### src/rtl/gpi_pkg.sv
// -----------------------------------------------------------------------------
// gpi_pkg
// Register index constants for the general-purpose input slave. Firmware
// header generation and the testbench use these same values.
// -----------------------------------------------------------------------------
package gpi_pkg;

   // Word register indices on the slave's addr bus
   localparam logic [1:0] GPI_IDR       = 2'd0;  // debounced pin state (RO)
   localparam logic [1:0] GPI_RISE_EN   = 2'd1;  // rising-edge flag enables
   localparam logic [1:0] GPI_FALL_EN   = 2'd2;  // falling-edge flag enables
   localparam logic [1:0] GPI_EDGE_FLAG = 2'd3;  // sticky edge flags (W1C)

   localparam int GPI_BUS_W = 32;

endpackage

### src/rtl/gpi_debounce.sv
// -----------------------------------------------------------------------------
// gpi_debounce
// One input bit: two-flop synchronizer followed by a debounce counter. The
// debounced state only follows the synchronized level after it has differed
// from it on DB_CYCLES consecutive clocks. rise_o/fall_o are combinational and
// high during the cycle whose closing edge updates db_o, so the parent can
// register an edge flag on the very edge that the new level is accepted.
//
// Ports
//   clk     system clock
//   reset   asynchronous active-high reset
//   pin_i   raw asynchronous pin
//   db_o    debounced level
//   rise_o  db_o is about to change 0->1 on the next edge
//   fall_o  db_o is about to change 1->0 on the next edge
// -----------------------------------------------------------------------------
module gpi_debounce #(
   parameter int DB_CYCLES = 4
) (
   input  logic clk,
   input  logic reset,
   input  logic pin_i,
   output logic db_o,
   output logic rise_o,
   output logic fall_o
);

   // Sized to hold DB_CYCLES; the count is cleared at acceptance so it never wraps
   localparam int               CNT_W    = $clog2(DB_CYCLES + 1);
   localparam logic [CNT_W-1:0] CNT_LAST = CNT_W'(DB_CYCLES - 1);

   logic             sync1_q;
   logic             sync2_q;
   logic             db_q;
   logic             db_d;
   logic [CNT_W-1:0] cnt_q;
   logic [CNT_W-1:0] cnt_d;
   logic             accept;

   // Synchronizer stage
   always_ff @(posedge clk or posedge reset) begin
      if (reset) begin
         sync1_q <= 1'b0;
         sync2_q <= 1'b0;
      end else begin
         sync1_q <= pin_i;
         sync2_q <= sync1_q;
      end
   end

   // Any return to equality restarts the count, so short pulses never reach
   // CNT_LAST and are rejected.
   always_comb begin
      accept = 1'b0;
      db_d   = db_q;
      cnt_d  = cnt_q;
      if (sync2_q == db_q) begin
         cnt_d = '0;
      end else if (cnt_q == CNT_LAST) begin
         accept = 1'b1;
         db_d   = sync2_q;
         cnt_d  = '0;
      end else begin
         cnt_d = cnt_q + CNT_W'(1);
      end
   end

   // Debounce state stage
   always_ff @(posedge clk or posedge reset) begin
      if (reset) begin
         db_q  <= 1'b0;
         cnt_q <= '0;
      end else begin
         db_q  <= db_d;
         cnt_q <= cnt_d;
      end
   end

   assign db_o   = db_q;
   assign rise_o = accept &  sync2_q;
   assign fall_o = accept & ~sync2_q;

endmodule

### src/rtl/gpi.sv
// -----------------------------------------------------------------------------
// gpi
// Memory-mapped general-purpose input slave. Each of WIDTH pins is
// synchronized and debounced; accepted rising/falling transitions set sticky
// write-1-to-clear flags when enabled, and irq is high while any flag is set.
//
// Register map (word index on addr)
//   0 IDR        debounced pin state, read-only (writes ignored)
//   1 RISE_EN    R/W, one enable per pin
//   2 FALL_EN    R/W, one enable per pin
//   3 EDGE_FLAG  read flags; write 1 to clear a bit
//   Bits above WIDTH read as 0.
//
// Ports
//   clk     system clock
//   reset   asynchronous active-high reset
//   ce      chip enable from the bus interconnect
//   wr_en   write strobe, qualified by ce
//   addr    word register index
//   wdata   write data
//   rdata   combinational read data of the addressed register (ignores ce)
//   inPort  asynchronous external pins
//   irq     registered OR of the edge flags
// -----------------------------------------------------------------------------
module gpi
   import gpi_pkg::*;
#(
   parameter int WIDTH     = 4,
   parameter int DB_CYCLES = 4
) (
   input  logic             clk,
   input  logic             reset,
   input  logic             ce,
   input  logic             wr_en,
   input  logic [1:0]       addr,
   input  logic [31:0]      wdata,
   output logic [31:0]      rdata,
   input  logic [WIDTH-1:0] inPort,
   output logic             irq
);

   localparam logic [31:0] WMASK = 32'hFFFF_FFFF >> (GPI_BUS_W - WIDTH);

   logic [WIDTH-1:0] db;
   logic [WIDTH-1:0] rise;
   logic [WIDTH-1:0] fall;

   logic [WIDTH-1:0] rise_en_q;
   logic [WIDTH-1:0] rise_en_d;
   logic [WIDTH-1:0] fall_en_q;
   logic [WIDTH-1:0] fall_en_d;
   logic [WIDTH-1:0] flag_q;
   logic [WIDTH-1:0] flag_d;
   logic             irq_q;
   logic             irq_d;

   logic             bus_wr;
   logic [WIDTH-1:0] flag_set;
   logic [WIDTH-1:0] flag_clr;
   logic             unused_wdata_hi;

   // Per-pin synchronize + debounce
   for (genvar i = 0; i < WIDTH; i++) begin : g_bit
      gpi_debounce #(
         .DB_CYCLES (DB_CYCLES)
      ) u_debounce (
         .clk    (clk),
         .reset  (reset),
         .pin_i  (inPort[i]),
         .db_o   (db[i]),
         .rise_o (rise[i]),
         .fall_o (fall[i])
      );
   end

   assign bus_wr          = ce & wr_en;
   assign unused_wdata_hi = |(wdata & ~WMASK);

   // Next-state for the register file. Enables are sampled at their current
   // value, so reprogramming them never creates or removes a flag by itself.
   // The set term is OR-ed in after the clear, so a simultaneous event wins
   // over a W1C write on the same bit.
   always_comb begin
      rise_en_d = rise_en_q;
      fall_en_d = fall_en_q;
      flag_clr  = '0;

      if (bus_wr) begin
         case (addr)
            GPI_RISE_EN:   rise_en_d = wdata[WIDTH-1:0];
            GPI_FALL_EN:   fall_en_d = wdata[WIDTH-1:0];
            GPI_EDGE_FLAG: flag_clr  = wdata[WIDTH-1:0];
            default:       ;
         endcase
      end

      flag_set = (rise & rise_en_q) | (fall & fall_en_q);
      flag_d   = (flag_q & ~flag_clr) | flag_set;
      // irq tracks the flag register as it will be after this edge
      irq_d    = |flag_d;
   end

   // Register file stage
   always_ff @(posedge clk or posedge reset) begin
      if (reset) begin
         rise_en_q <= '0;
         fall_en_q <= '0;
         flag_q    <= '0;
         irq_q     <= 1'b0;
      end else begin
         rise_en_q <= rise_en_d;
         fall_en_q <= fall_en_d;
         flag_q    <= flag_d;
         irq_q     <= irq_d;
      end
   end

   // Zero-wait-state read path, zero-extended to the bus width
   always_comb begin
      rdata = '0;
      case (addr)
         GPI_IDR:       rdata[WIDTH-1:0] = db;
         GPI_RISE_EN:   rdata[WIDTH-1:0] = rise_en_q;
         GPI_FALL_EN:   rdata[WIDTH-1:0] = fall_en_q;
         GPI_EDGE_FLAG: rdata[WIDTH-1:0] = flag_q;
         default:       ;
      endcase
   end

   assign irq = irq_q;

endmodule
### config.mk
export PLATFORM = sky130hd
export DESIGN_NAME = gpi
export DESIGN_NICKNAME = d
export VERILOG_FILES = /design/src/rtl/gpi_pkg.sv /design/src/rtl/gpi_debounce.sv /design/src/rtl/gpi.sv
export SDC_FILE = /design/constraint.sdc
export NUM_CORES = 1
export LEC_CHECK = 0
export ABC_AREA = 1
export CORE_ASPECT_RATIO = 1.75
export CORE_MARGIN = 8
export CORE_UTILIZATION = 30
export CTS_CLUSTER_SIZE = 25
export DETAILED_ROUTE_END_ITERATION = 8
export PLACE_DENSITY = 0.58
export SETUP_SLACK_MARGIN = 0.4
export SLEW_MARGIN = 20
export SYNTH_ARGS = -nofsm -noshare
export SYNTH_HDL_FRONTEND = slang
export SYNTH_SLANG_ARGS = --single-unit
### constraint.sdc
create_clock -name clk -period 2.7 [get_ports clk]
set_input_delay 0.27 -clock clk [delete_from_list [all_inputs] [get_ports clk]]
set_output_delay 0.27 -clock clk [all_outputs]
set_load 0.005 [all_outputs]
Word-level counts from Yosys, hierarchy flattened:

Cells that the tools add are included.

* flip-flop bits (word level): 37
* logic and storage cells: 85
* bits of input ports: 42
* output and inout port bits: 33

* reductions and logical operators: 8
* equality and inequality tests: 11
* bitwise logic cells: 23
* muxes and demuxes: 19
* add/subtract/negate cells: 4

Operator list (count)
* 3-bit 2-to-1 mux: 8
* 4-bit case mux with 4 select lines: 1
* 3-bit by 1-bit adder with 3-bit output, second input constant: 4
* 4-bit AND: 3
* 3-bit by 2-bit equality test with 1-bit output, second input constant: 4
* 2-bit AND reduction: 6
* 1-bit AND: 9
* 1-bit 2-to-1 mux: 8
* 4-bit 2-to-1 mux: 2
* 1-bit NOT: 8
* 4-bit OR: 2
* 1-bit equality test: 4
* 2-bit equality test, second input constant: 2
* 4-bit NOT: 1
* 4-bit OR reduction: 1
* 2-bit by 1-bit equality test with 1-bit output, second input constant: 1
* 2-bit zero test: 1

Longest topological paths before layout:

* depth in word-level cells: 8
* depth in mapped cells: 7
* mapped depth without buffers: 7

Hierarchy:

A second synthesis with hierarchy kept.

* cells, all modules: 238
* area, all modules: 1928.1 sq um

By module, submodules not included
* gpi_debounce: cells an instance 28, instances 4, area an instance 250.2 sq um, seq. area each 150.1 sq um
* gpi: cells an instance 126, instances 1, area an instance 927.1 sq um, seq. area each 325.3 sq um

Worst setup path before layout:

OpenSTA, ideal clock, no wires.

* path type: register to register
* from: register g_bit[0].u_debounce.cnt_q[0]
* to: register irq_q (netlist: irq)
* library setup time: 0.119 ns
* stages on the path, launching flop included: 8
* slack: 1.596 ns
* arrival: 0.985 ns
* buffers on the path: 0
* data required time: 2.581 ns
* clock period less this slack: 1.104 ns
* cell sequence: dfrtp_1 -> ha_1 -> inv_1 -> nor2_1 -> nand3_1 -> nand3_1 -> nor2_1 -> nand2_1

* longest elaborated chain between the ends: 8
* elaborated cells on any way between the ends: 10
* those cells by class: eq/ne (1); mux (2); bitwise (6); reduce/logical (1)

RTL lines
* start, declared: line gpi_debounce.sv:36 `logic [CNT_W-1:0] cnt_q;`
* start signal, assigned: line gpi_debounce.sv:75 `cnt_q <= cnt_d;`
* 3-bit by 2-bit equality test with 1-bit output (*): line gpi_debounce.sv:59 `end else if (cnt_q == CNT_LAST) begin`
* 1-bit 2-to-1 mux (*): line gpi_debounce.sv:59
* 1-bit 2-to-1 mux (*): line gpi_debounce.sv:57 `if (sync2_q == db_q) begin`
* 1-bit AND, on equally long branches: line gpi_debounce.sv:80, gpi_debounce.sv:81
* 4-bit AND: line gpi.sv:97 `flag_set = (rise & rise_en_q) | (fall & fall_en_q);`
* 4-bit OR (*): line gpi.sv:97
* 4-bit OR (*): line gpi.sv:98 `flag_d = (flag_q & ~flag_clr) | flag_set;`
* named net flag_d[0]: line gpi.sv:53 `logic [WIDTH-1:0] flag_d;`
* 4-bit OR reduction (*): line gpi.sv:100 `irq_d = |flag_d;`
* named net irq_d: line gpi.sv:55 `logic irq_d;`
* end signal, assigned: line gpi.sv:114 `irq_q <= irq_d;`
* end, declared: line gpi.sv:54 `logic irq_q;`

The timed path passes the listed nets; every way through them passes the cells marked *.
A chain may end at the register's enable or synchronous reset.

Final worst setup path:

* from: input addr[1]
* to: output rdata[0]

* longest elaborated chain between the ends: 2
* elaborated cells on any way between the ends: 5
* those cells by class: eq/ne (3); mux (1); reduce/logical (1)

RTL lines
* start, declared: line gpi.sv:35 `input logic [1:0] addr,`
* 2-bit equality test, or another cell as far along: line gpi.sv:121 `case (addr)`
* 4-bit case mux with 4 select lines (*): line gpi.sv:121
* end, declared: line gpi.sv:37 `output logic [31:0] rdata,`

Every way passes the cells marked *; elsewhere a longest branch is shown, timed or not.

==> impl_metrics.yaml <==
logic_synthesis:
  synth_compound_area_share_pct: 4.93
  synthCells: 199
  synth-seq-cells: 37
  synthMuxAreaShare_pct: 0
  syn-cell-area_um2: 1750
  synth.distinct_cells: 19
  synth_top_area_cell: "dfrtp_1"
  synth_top_family_by_area: "simple AND/OR/NAND/NOR gates"
  synth_xor_area_share_pct: 0
  synth-seq-area-share_pct: 52.8
  yosys.area_share.simple_pct: 22.1
  synth_top_area_share_pct: 52.8
  avgSynthCellArea_um2: 8.81
  synth.area.top_cells: "dfrtp_1, buf_4, nand2_1"
  yosysWarningCount: 0
  synth-adder-area-share_pct: 2.86
detailed_routing:
  wl_um: 3270
  via_count: 1242
  drc_errors: 0
  wl_per_cell_um: 10.8
  drtAntennaViolNets: 0
  via_per_inst: 4.11
  dr.pass1.iters: 4
  drt-initial-drc-count: 70
sta:
  finalCritPeriodShare_pct: 81.8
  rsz0062_at_grt: "false"
  slew_violations: 0
  skew_ns: 0.00331
  setup_viol: 0
  holdWs_ns: 0.348
  layout_min_cycle_time_ns: 2.21
  layout_setup_ws_ns: 0.491
  hold_viol_final: 0
  fmax_mhz: 453
  fin_setup_tns_ns: 0
floorplan:
  die_x_um: 73.8
  ioPinCount: 75
  die_h_um: 117
  initial_core_util_pct: 30.3
  die_area_um2: 8640
  rows: 37
  core_um2: 5790
setup_path:
  cp.required_ns: 2.43
  path_common_cell: "clkdlybuf4s50_1"
  max_stage_delay_ns: 0.55
  worstPathMaxFanout: 7
  timing.critical_path.to_type: "output port"
  critPathLaunchType: "input port"
  cp_slowest_cell: "clkdlybuf4s50_1"
  r2r_start: "g_bit[0].u_debounce.cnt_q[0]"
  crit_arrival_ns: 1.94
  worstSetupPathType: "in2out"
  crit_path_cell_trace: "clkdlybuf4s50_1 -> nor2_1 -> nand2_1 -> o2111ai_1 -> clkdlybuf4s50_1"
  crit_path_start: "addr[1]"
clock_network:
  clk_latency_ns: 0.28
  htreeDepth: 2
  cts-hold-fix-buffers: 0
  cts_tree: "done"
  post_cts_resized: 0
  clkTransAtPathRegs_ns: 0.07
  cts_root_buffer: "clkbuf_8"
  cts_setup_buffers: 0
  ctsLongestPathBuffers: 2
  cts_buffers: 5
  numClockSinks: 37
status:
  status: "complete, no violations"
worst_hold_path:
  min-delay-start: "g_bit[0].u_debounce.sync1_q"
  hp-class: "reg2reg"
run:
  drv_cap: 0
final_layout:
  final_layout_size_suffix_gt1_share_pct: 5.80
  seq_area_um2: 926
  multi_input_area_um2: 633
  area_delta_synth_final_pct: 15.3
  diodes: 0
  final.fill_count: 623
  fin_util_pct: 34.9
  fin_nets: 270
global_routing:
  grt_pass1_vias: 1255
  gr-total-overflow: 0
  grt_max_degree: 38
  grt_pass1_wl_um: 5370
  antenna_found_initial: 0
  grt_usage_pct: 8.08
power:
  power.total_mw: 1.51
  p_leak_nw: 0.997
  power_per_cell_area_nw_per_um2: 749
  vdd_drop_max_mv: 0.307
placed_design:
  io_buffers: 18
  post-place-ws_ns: 0.500
  hpwl_um: 2520
  place.gp.congestion: 0.751
## per-layer routing
metal / wire length, µm / up-vias / track usage [%]
met4: 69 / 0 / 4.43
met5: 0 / - / 0
met3: 350 / 6 / 3.16
li1: - / 621 / -
met1: 1360 / 570 / 8.62
met2: 1500 / 45 / 13.3
## where the power goes
part	total (mW)	leakage, nW	switching [mW]	internal [mW]
clock	0.374	0.0443	0.172	0.202
combinational	0.379	0.489	0.212	0.168
sequential	0.761	0.464	0.0728	0.688
total	1.51	0.997	0.457	1.06
## through the flow
stage	instances	instance area, µm²
global placement	295	1930
floorplan	226	1850
detailed placement	295	1930
global route	302	2020
finish	302	2020
CTS	302	2020
## path summary, 6_finish.rpt
kind,to,slack [ns],cells after the start
min in group asynchronous,g_bit[3].u_debounce.cnt_q[2],0.39,3
max in group asynchronous,fall_en_q[2],1.98,3
min reg2reg,g_bit[0].u_debounce.sync2_q,0.35,0
max reg2reg,irq,1.33,7
max,rdata[0],0.49,5
min,g_bit[0].u_debounce.sync2_q,0.35,0
## area by class of cell
class / instances / share of cell area [%]
multi-input combinational: 137 / 31.3
tap: 78 / 4.83
sequential: 37 / 45.8
timing repair buffer: 19 / 9.29
inverter: 24 / 4.46
clock buffer: 7 / 4.27
## synthesized netlist by cell type
cell type / n
nor2_1: 25
conb_1: 1
o21ai_0: 6
ha_1: 4
inv_1: 22
nor2_2: 1
nand3_2: 1
nand2_1: 36
nand2_2: 2
nand3_1: 15
nor3b_1: 2
o21bai_1: 1
buf_4: 28
nor3_1: 4
o2111ai_1: 1
nand4_1: 3
dfrtp_1: 37
o21ai_1: 8
inv_2: 2
## kinds of logic (layout without fill, tap and decap cells)
logic type | Yosys count | in the layout
simple gates | 89 | 89
buf+inv | 52 | 50
flops | 37 | 37
compound gates | 16 | 16
fa+ha+maj | 4 | 4
other cells | 1 | 28
## placed cells by master (no fill, tap or decap), drive strengths merged
| cell | n |
|---|---|
| clkdlybuf4s50 | 18 |
| dfrtp | 37 |
| ha | 4 |
| nand2 | 38 |
| o21bai | 1 |
| nor2 | 26 |
| clkbuf | 7 |
| o21ai | 14 |
| buf | 1 |
| nor3 | 4 |
| nand4 | 3 |
| conb | 28 |
| o2111ai | 1 |
| inv | 24 |
| nand3 | 16 |
| nor3b | 2 |
## worst max-delay path, delay by kind of cell
kind,cells,cell delay [ns]
buffers and inverters,2,1.09
and+or+nand+nor,2,0.45
AOI/OAI and AO/OA,1,0.12
## state kept, by name (all words and copies together), names as in the netlist
name	count
irq	1
g_bit.u_debounce.sync1_q	4
fall_en_q	4
g_bit.u_debounce.db_o	4
flag_q	4
g_bit.u_debounce.cnt_q	12
rise_en_q	4
g_bit.u_debounce.sync2_q	4
Note: power is estimated with default switching activity, not from simulation.
